File: src/rtl/counter_pkg.sv
// counter_pkg: direction constants, WIDTH legal range and load clamp shared by the counter slice
package counter_pkg;
    localparam logic DIR_UP = 1'b1;
    localparam logic DIR_DN = 1'b0;
    localparam int WIDTH_MIN = 2;
    localparam int WIDTH_MAX = 32;
    function automatic logic [WIDTH_MAX-1:0] clamp_load(input logic [WIDTH_MAX-1:0] val, input logic [WIDTH_MAX-1:0] max);
        return (val > max) ? max : val;
    endfunction
endpackage

File: src/rtl/bin2gray.sv
// bin2gray: combinational binary to Gray code conversion
module bin2gray #(parameter int WIDTH = 4) (
    input  logic [WIDTH-1:0] bin,
    output logic [WIDTH-1:0] gray
);
    assign gray = bin ^ (bin >> 1);
endmodule

File: src/rtl/updown_mod_counter.sv
// updown_mod_counter: up/down modulo counter with load, wrap/saturate, tc and wrap pulse; registered gray output under GRAY_OUT_EN
module updown_mod_counter
    import counter_pkg::*;
#(
    parameter int WIDTH = 4,
    parameter longint unsigned MAX_VAL = (64'd1 << WIDTH) - 64'd1,
    parameter bit SATURATE = 1'b0
) (
    input  logic             clk,
    input  logic             reset,
    input  logic             en,
    input  logic             up,
    input  logic             load,
    input  logic [WIDTH-1:0] load_val,
    output logic [WIDTH-1:0] count,
    output logic             tc,
    output logic             wrap
`ifdef GRAY_OUT_EN
    ,
    output logic [WIDTH-1:0] gray
`endif
);
    localparam logic [WIDTH-1:0] MAXV = WIDTH'(MAX_VAL);
    if (WIDTH < WIDTH_MIN || WIDTH > WIDTH_MAX || MAX_VAL < 64'd1 || MAX_VAL >= (64'd1 << WIDTH)) begin : g_bad_params
        $error("updown_mod_counter: illegal WIDTH/MAX_VAL");
    end
    logic [WIDTH-1:0] nxt;
    logic at_max, at_zero, lim, wrap_nxt;
    assign at_max = count == MAXV;
    assign at_zero = count == '0;
    assign lim = (up == DIR_UP) ? at_max : at_zero;
    assign tc = lim;
    always_comb begin
        wrap_nxt = en & ~load & lim & ~SATURATE;
        nxt = load ? WIDTH'(clamp_load(WIDTH_MAX'(load_val), WIDTH_MAX'(MAXV)))
            : ~en ? count
            : lim ? (SATURATE ? count : (up ? '0 : MAXV))
            : up ? count + 1'b1 : count - 1'b1;
    end
    always_ff @(posedge clk) begin
        if (reset) begin
            count <= '0;
            wrap <= 1'b0;
        end else begin
            count <= nxt;
            wrap <= wrap_nxt;
        end
    end
`ifdef GRAY_OUT_EN
    logic [WIDTH-1:0] gray_nxt;
    bin2gray #(.WIDTH(WIDTH)) u_b2g (.bin(nxt), .gray(gray_nxt));
    always_ff @(posedge clk) begin
        if (reset) gray <= '0;
        else gray <= gray_nxt;
    end
`endif
endmodule

File: config.mk
export PLATFORM = sky130hd
export DESIGN_NAME = updown_mod_counter
export DESIGN_NICKNAME = d
export VERILOG_FILES = /design/src/rtl/counter_pkg.sv /design/src/rtl/bin2gray.sv /design/src/rtl/updown_mod_counter.sv
export SDC_FILE = /design/constraint.sdc
export NUM_CORES = 1
export LEC_CHECK = 0
export ABC_AREA = 1
export BUFFER_PORTS_ARGS = -buffer_cell sky130_fd_sc_hd__clkbuf_2
export CAP_MARGIN = 30
export CORE_AREA = 10 10 47 49
export CTS_BUF_LIST = sky130_fd_sc_hd__clkbuf_4
export DETAILED_ROUTE_END_ITERATION = 16
export DIE_AREA = 0 0 57 59
export HOLD_SLACK_MARGIN = 0.06
export PLACE_DENSITY = 0.51
export SYNTH_ARGS = -nofsm -noshare
export SYNTH_HDL_FRONTEND = slang
export SYNTH_HIERARCHICAL = 1
export SYNTH_SLANG_ARGS = --single-unit
File: constraint.sdc
create_clock -name clk -period 1.5 [get_ports clk]
set_clock_uncertainty 0.15 [all_clocks]
set_input_delay 0.15 -clock clk [delete_from_list [all_inputs] [get_ports clk]]
set_output_delay 0.15 -clock clk [all_outputs]
set_load 0.01 [all_outputs]
### After elaboration in Yosys (flattened, before gate mapping)

Index checks and enable logic that the tools add are counted.

* add/subtract/negate cells: 2
* eq/ne operators: 1
* mux-type cells: 6
* bitwise logic cells: 3
* reductions and logical operators: 2

Operators with widths (number)
* $mux 4: 5
* $add 4x1->4 const B: 1
* $eq 4x4->1 const B: 1
* $logic_not 4->1: 1
* $sub 4x1->4 const B: 1
* $and 1x1->1: 2
* $reduce_bool 2->1: 1
* $mux 1: 1
* $not 1->1: 1

* flip-flop bits (word level): 5
* input port bits: 9
* output and inout port bits: 6
* logic and storage cells: 16

### Logic depth before layout (Yosys ltp)

* depth after elaboration: 5
* depth in mapped cells: 10
* depth with buffers taken out: 10

### Worst setup path after synthesis

Ideal clock, no wire load.

* path type: flip-flop to flip-flop
* start point: register count[2]
* end point: register count[3]
* library setup time: 112 ps
* arrival: 1200 ps
* required time: 1238 ps
* slack: 38 ps
* stages on the path, launching flop included: 9
* buffers on the path: 0
* clock period less this slack: 1462 ps
* cells stage by stage: dfxtp_1 ha_1 or2_1 nand2_1 nand2_1 nand3_1 nand2_1 nand2_1 nand2_1

* longest elaborated chain between the ends: 5
* elaborated cells between the ends (all ways): 9
* those cells by class: add/sub (2); eq/ne (1); mux (5); reduce/logical (1)

Ends and longest elaborated chain
* from (decl): RTL line updown_mod_counter.sv:15 `output logic [WIDTH-1:0] count,`
* from (signal assigned): RTL line updown_mod_counter.sv:45 `count <= nxt;`
* $sub 4x1->4, or another cell as far along: RTL line updown_mod_counter.sv:38 `: up ? count + 1'b1 : count - 1'b1;`
* $mux 4 / $mux 1 (equally long branches): RTL line updown_mod_counter.sv:38, updown_mod_counter.sv:31
* $mux 4 *: RTL line updown_mod_counter.sv:37 `: lim ? (SATURATE ? count : (up ? '0 : MAXV))`
* $mux 4 *: RTL line updown_mod_counter.sv:36 `: ~en ? count`
* $mux 4 *: RTL line updown_mod_counter.sv:35 `nxt = load ? WIDTH'(clamp_load(WIDTH_MAX'(load_val), WIDTH_MAX'(MAXV)))`

Every way passes the cells marked *; elsewhere a longest branch is shown, timed or not. The select of a mux whose other input is x is not followed.
A chain may end at the register's enable or synchronous reset.

### Final worst setup path

* start point: register count[2]
* end point: output tc

* longest elaborated chain between the ends: 2
* elaborated cells between the ends (all ways): 3
* those cells by class: eq/ne (1); mux (1); reduce/logical (1)

Ends and longest elaborated chain
* $eq 4x4->1 / $logic_not 4->1 (equally long branches): RTL line updown_mod_counter.sv:29, updown_mod_counter.sv:30
* $mux 1 *: RTL line updown_mod_counter.sv:31 `assign lim = (up == DIR_UP) ? at_max : at_zero;`
* to (decl): RTL line updown_mod_counter.sv:16 `output logic tc,`

Every way passes the cells marked *; elsewhere a longest branch is shown, timed or not.

==> impl_results.rst <==
.. list-table::
   :header-rows: 1

   * - Metric
     - Value
   * - Outcome
     - finished clean
   * - Max Root-Sink Buffers
     - 2
   * - Top-area cell type share of the netlist area
     - 0.2827
   * - Layout cells sized above 1
     - 0.3735
   * - Setup repair after global routing missed its margin
     - no
   * - Floorplan die width
     - approximately 57 um
   * - CTS H-tree lvls
     - 1
   * - Ports
     - 15
   * - Clock net sink count
     - 5
   * - GRT overflow
     - 0
   * - Final setup violation count
     - 0
   * - Beginning of the worst register-to-register path
     - count[2]$_SDFFE_PP0P_
   * - Register clock-pin slew on the reported worst setup and hold paths
     - ~0.05 ns
   * - Routability congestion estimate from global placement
     - between 0.7 and 0.8
   * - Net count after synthesis
     - 66
   * - Launching element of the worst setup path
     - count[2]$_SDFFE_PP0P_
   * - Post-Syn Instances
     - 54
   * - Period utilization
     - 0.9548
   * - P&R area growth vs syn
     - 61.13%
   * - Largest vdd supply drop
     - ~380 uV
   * - Wire length reported by the detailed router
     - about 1.0 mm
   * - Area of the core region
     - between 1000 and 1500 um2
   * - Latest clock arrival within the worst-skew pair
     - ~0.25 ns
   * - Average wire per standard cell
     - just over 10 um
   * - Vias
     - 437
   * - Setup slack after layout
     - 0.06777 ns
   * - Die extent in y
     - 59 um
   * - Worst Min Path Start
     - load_val[0]
   * - Final-report max-slew violation count
     - 0
   * - Initial DRC Count
     - 6
   * - LEAKAGE
     - between 0.3 and 0.4 nW
   * - Worst setup path category
     - flip-flop to primary output
   * - Highest net fanout along the worst path
     - 4
   * - Number of CTS-inserted buffers
     - 3
   * - GRT Total Usage
     - 0.06606
   * - Cell taking the most area after synthesis
     - sky130_fd_sc_hd__dfxtp_1
   * - Critical path data arrival time
     - 1.13 ns
   * - Number of endpoints with negative hold slack in the final report
     - 0
   * - Vias per Instance
     - approximately 4.4
   * - Starting utilization of the core area
     - 0.2527
   * - Launching element type of the critical path
     - flip-flop
   * - Port Buffers
     - 14
   * - Crit. End Element
     - primary output
   * - Sequential element share of the synthesized area
     - 0.2827
   * - Pin count of the biggest net entering global routing
     - 7
   * - Number of register bits inferred by synthesis
     - 5
   * - Shortest period the worst path allows
     - approximately 1.4 ns
   * - First-pass GRT wire length
     - about 1.8 mm
   * - Final HPWL from detailed placement
     - 821.8 um
   * - Library cell contributing the largest single delay on the critical path
     - sky130_fd_sc_hd__dfxtp_1
   * - Slew @ Worst Pin
     - 0.1848 ns
   * - Worst slew margin
     - 0.8764
   * - Residual DRC
     - 0
   * - Post-layout net count
     - 96
   * - Power per standard cell area
     - 853.0 nW/um2
   * - Standard-cell row count
     - 14
   * - Post-Synthesis Mean Instance Area
     - about 6.6 um2
   * - Via count of the first global-routing pass
     - roughly 440
   * - Cells along the critical path
     - buf_4 -> nor3_2 -> nand2_1 -> nand2_1 -> clkbuf_2
   * - DIE AREA
     - roughly 3400 um2
   * - Most frequent cell on the critical path
     - sky130_fd_sc_hd__nand2_1
   * - Slowest cell delay on critical path
     - approximately 0.31 ns
   * - Cell area after technology mapping
     - between 300 and 400 um2
   * - Cell at the root of the clock tree
     - sky130_fd_sc_hd__clkbuf_4
   * - TritonCTS clock tree
     - yes
   * - Timing-limited maximum frequency
     - 0.6982 GHz
   * - Number of antenna violations at the first check in global routing
     - 0
   * - Place WS
     - slightly below 0.05 ns
   * - Top cells by area in the synthesized netlist
     - sky130_fd_sc_hd__dfxtp_1, sky130_fd_sc_hd__nand2_1, sky130_fd_sc_hd__inv_1
   * - Post-synthesis cell type count
     - 16
   * - Final TNS setup
     - 0 ns
   * - Tightest Hold Check Type
     - primary input to flip-flop
   * - Worst EP required
     - 1.20 ns
   * - Total inserted antenna cells
     - 0
   * - Count of TritonRoute iterations in the first routing pass
     - 4
   * - Yosys synthesis warning count
     - 6
   * - Number of routed nets with antenna violations
     - 0
   * - Number of max-cap violations
     - 0
==> registers in the layout, summed over array words and instances, names as in the netlist <==
signal and flops:
count 4, wrap 1
==> what timing repair did <==
action	CTS	global route
resized for setup	1	3
hold buffers	2	0
pin swaps	1	0
setup endpoints to repair	1	2
endpoints found under the hold margin	3	0
buffers inserted	1	3
==> cells in the mapped netlist <==
| library cell | n |
|---|---|
| sky130_fd_sc_hd__nand4_1 | 1 |
| sky130_fd_sc_hd__dfxtp_1 | 5 |
| sky130_fd_sc_hd__nand3_1 | 2 |
| sky130_fd_sc_hd__nand2_1 | 19 |
| sky130_fd_sc_hd__o221ai_1 | 2 |
| sky130_fd_sc_hd__inv_1 | 8 |
| sky130_fd_sc_hd__a22oi_1 | 1 |
| sky130_fd_sc_hd__o21ai_0 | 2 |
| sky130_fd_sc_hd__nor2_1 | 5 |
| sky130_fd_sc_hd__a21oi_1 | 2 |
| sky130_fd_sc_hd__or2_1 | 1 |
| sky130_fd_sc_hd__xor2_1 | 1 |
| sky130_fd_sc_hd__ha_1 | 2 |
| sky130_fd_sc_hd__a21boi_0 | 1 |
| sky130_fd_sc_hd__nor3_1 | 1 |
| sky130_fd_sc_hd__fa_1 | 1 |
==> metrics by stage <==
stage               power, mW  cell area (um2)  utilization  std cells  hold slack, ns
floorplan              0.2367            354.1            -         54          0.1662
global placement       0.2966            481.7       0.3438         89          0.2877
detailed placement     0.2964            481.7       0.3438         89          0.2919
CTS                    0.4932            540.5       0.3857         96         0.08272
global route           0.5218            570.5       0.4071         99          0.1001
finish                 0.4866            570.5       0.4071         99         0.09471
==> worst paths after layout <==
| path | end | slack, ns | depth (start not counted) |
|---|---|---|---|
| setup reg to reg | count[3]$_SDFFE_PP0P_ | 0.11 | 8 |
| setup / recovery | tc | 0.07 | 5 |
| hold / removal | count[0]$_SDFFE_PP0P_ | 0.09 | 5 |
| hold reg to reg | count[1]$_SDFFE_PP0P_ | 0.47 | 2 |
==> where the power goes <==
group          internal (mW)  switching, mW
registers              0.146         0.0120
clock network          0.119         0.0625
logic                 0.0729         0.0744
total                  0.338          0.149
==> cell families after synthesis <==
group	share of synthesized area
AO/OA/AOI/OAI	0.1484
XOR/XNOR	0.02474
adder cells (fa/ha/maj)	0.1272
buffers and inverters	0.08481
AND/OR/NAND/NOR	0.3322
flip-flops	0.2827
==> worst max-delay path, delay by kind of cell (launching register included) <==
| family | cells | cell delay, ns |
|---|---|---|
| buf+inv | 2 | 0.28 |
| flops | 1 | 0.31 |
| simple gates | 3 | 0.30 |
==> metal layers <==
layer	wire, um	vias up	global-route usage
met2	478	17	0.09767
met1	464	186	0.07227
met4	27	0	0.05034
met3	53	3	0.03004
met5	0	-	0
li1	-	231	-
==> cells in the final DEF (no fill, tap or decap) <==
master / n
sky130_fd_sc_hd__a21oi_1: 2
sky130_fd_sc_hd__dlygate4sd3_1: 2
sky130_fd_sc_hd__nand4_1: 1
sky130_fd_sc_hd__clkbuf_4: 4
sky130_fd_sc_hd__nand3_1: 2
sky130_fd_sc_hd__nor2_1: 5
sky130_fd_sc_hd__a21boi_0: 1
sky130_fd_sc_hd__o21ai_0: 2
sky130_fd_sc_hd__clkbuf_2: 14
sky130_fd_sc_hd__a22oi_1: 1
sky130_fd_sc_hd__fa_1: 1
sky130_fd_sc_hd__buf_4: 9
sky130_fd_sc_hd__dfxtp_1: 2
sky130_fd_sc_hd__dfxtp_2: 3
sky130_fd_sc_hd__nor3_2: 1
sky130_fd_sc_hd__o221ai_1: 2
sky130_fd_sc_hd__or2_1: 1
sky130_fd_sc_hd__nand2_1: 19
sky130_fd_sc_hd__xor2_1: 1
sky130_fd_sc_hd__ha_1: 2
sky130_fd_sc_hd__inv_1: 8
==> final cells by class <==
type,count,area (um2)
tap,16,20.02
inverter,8,30.03
clock buffer,4,30.03
timing repair buffer,25,157.7
multi-input combinational,41,229.0
fill,155,830.8
sequential,5,103.9
No activity file was read; power rests on OpenSTA's default activity.
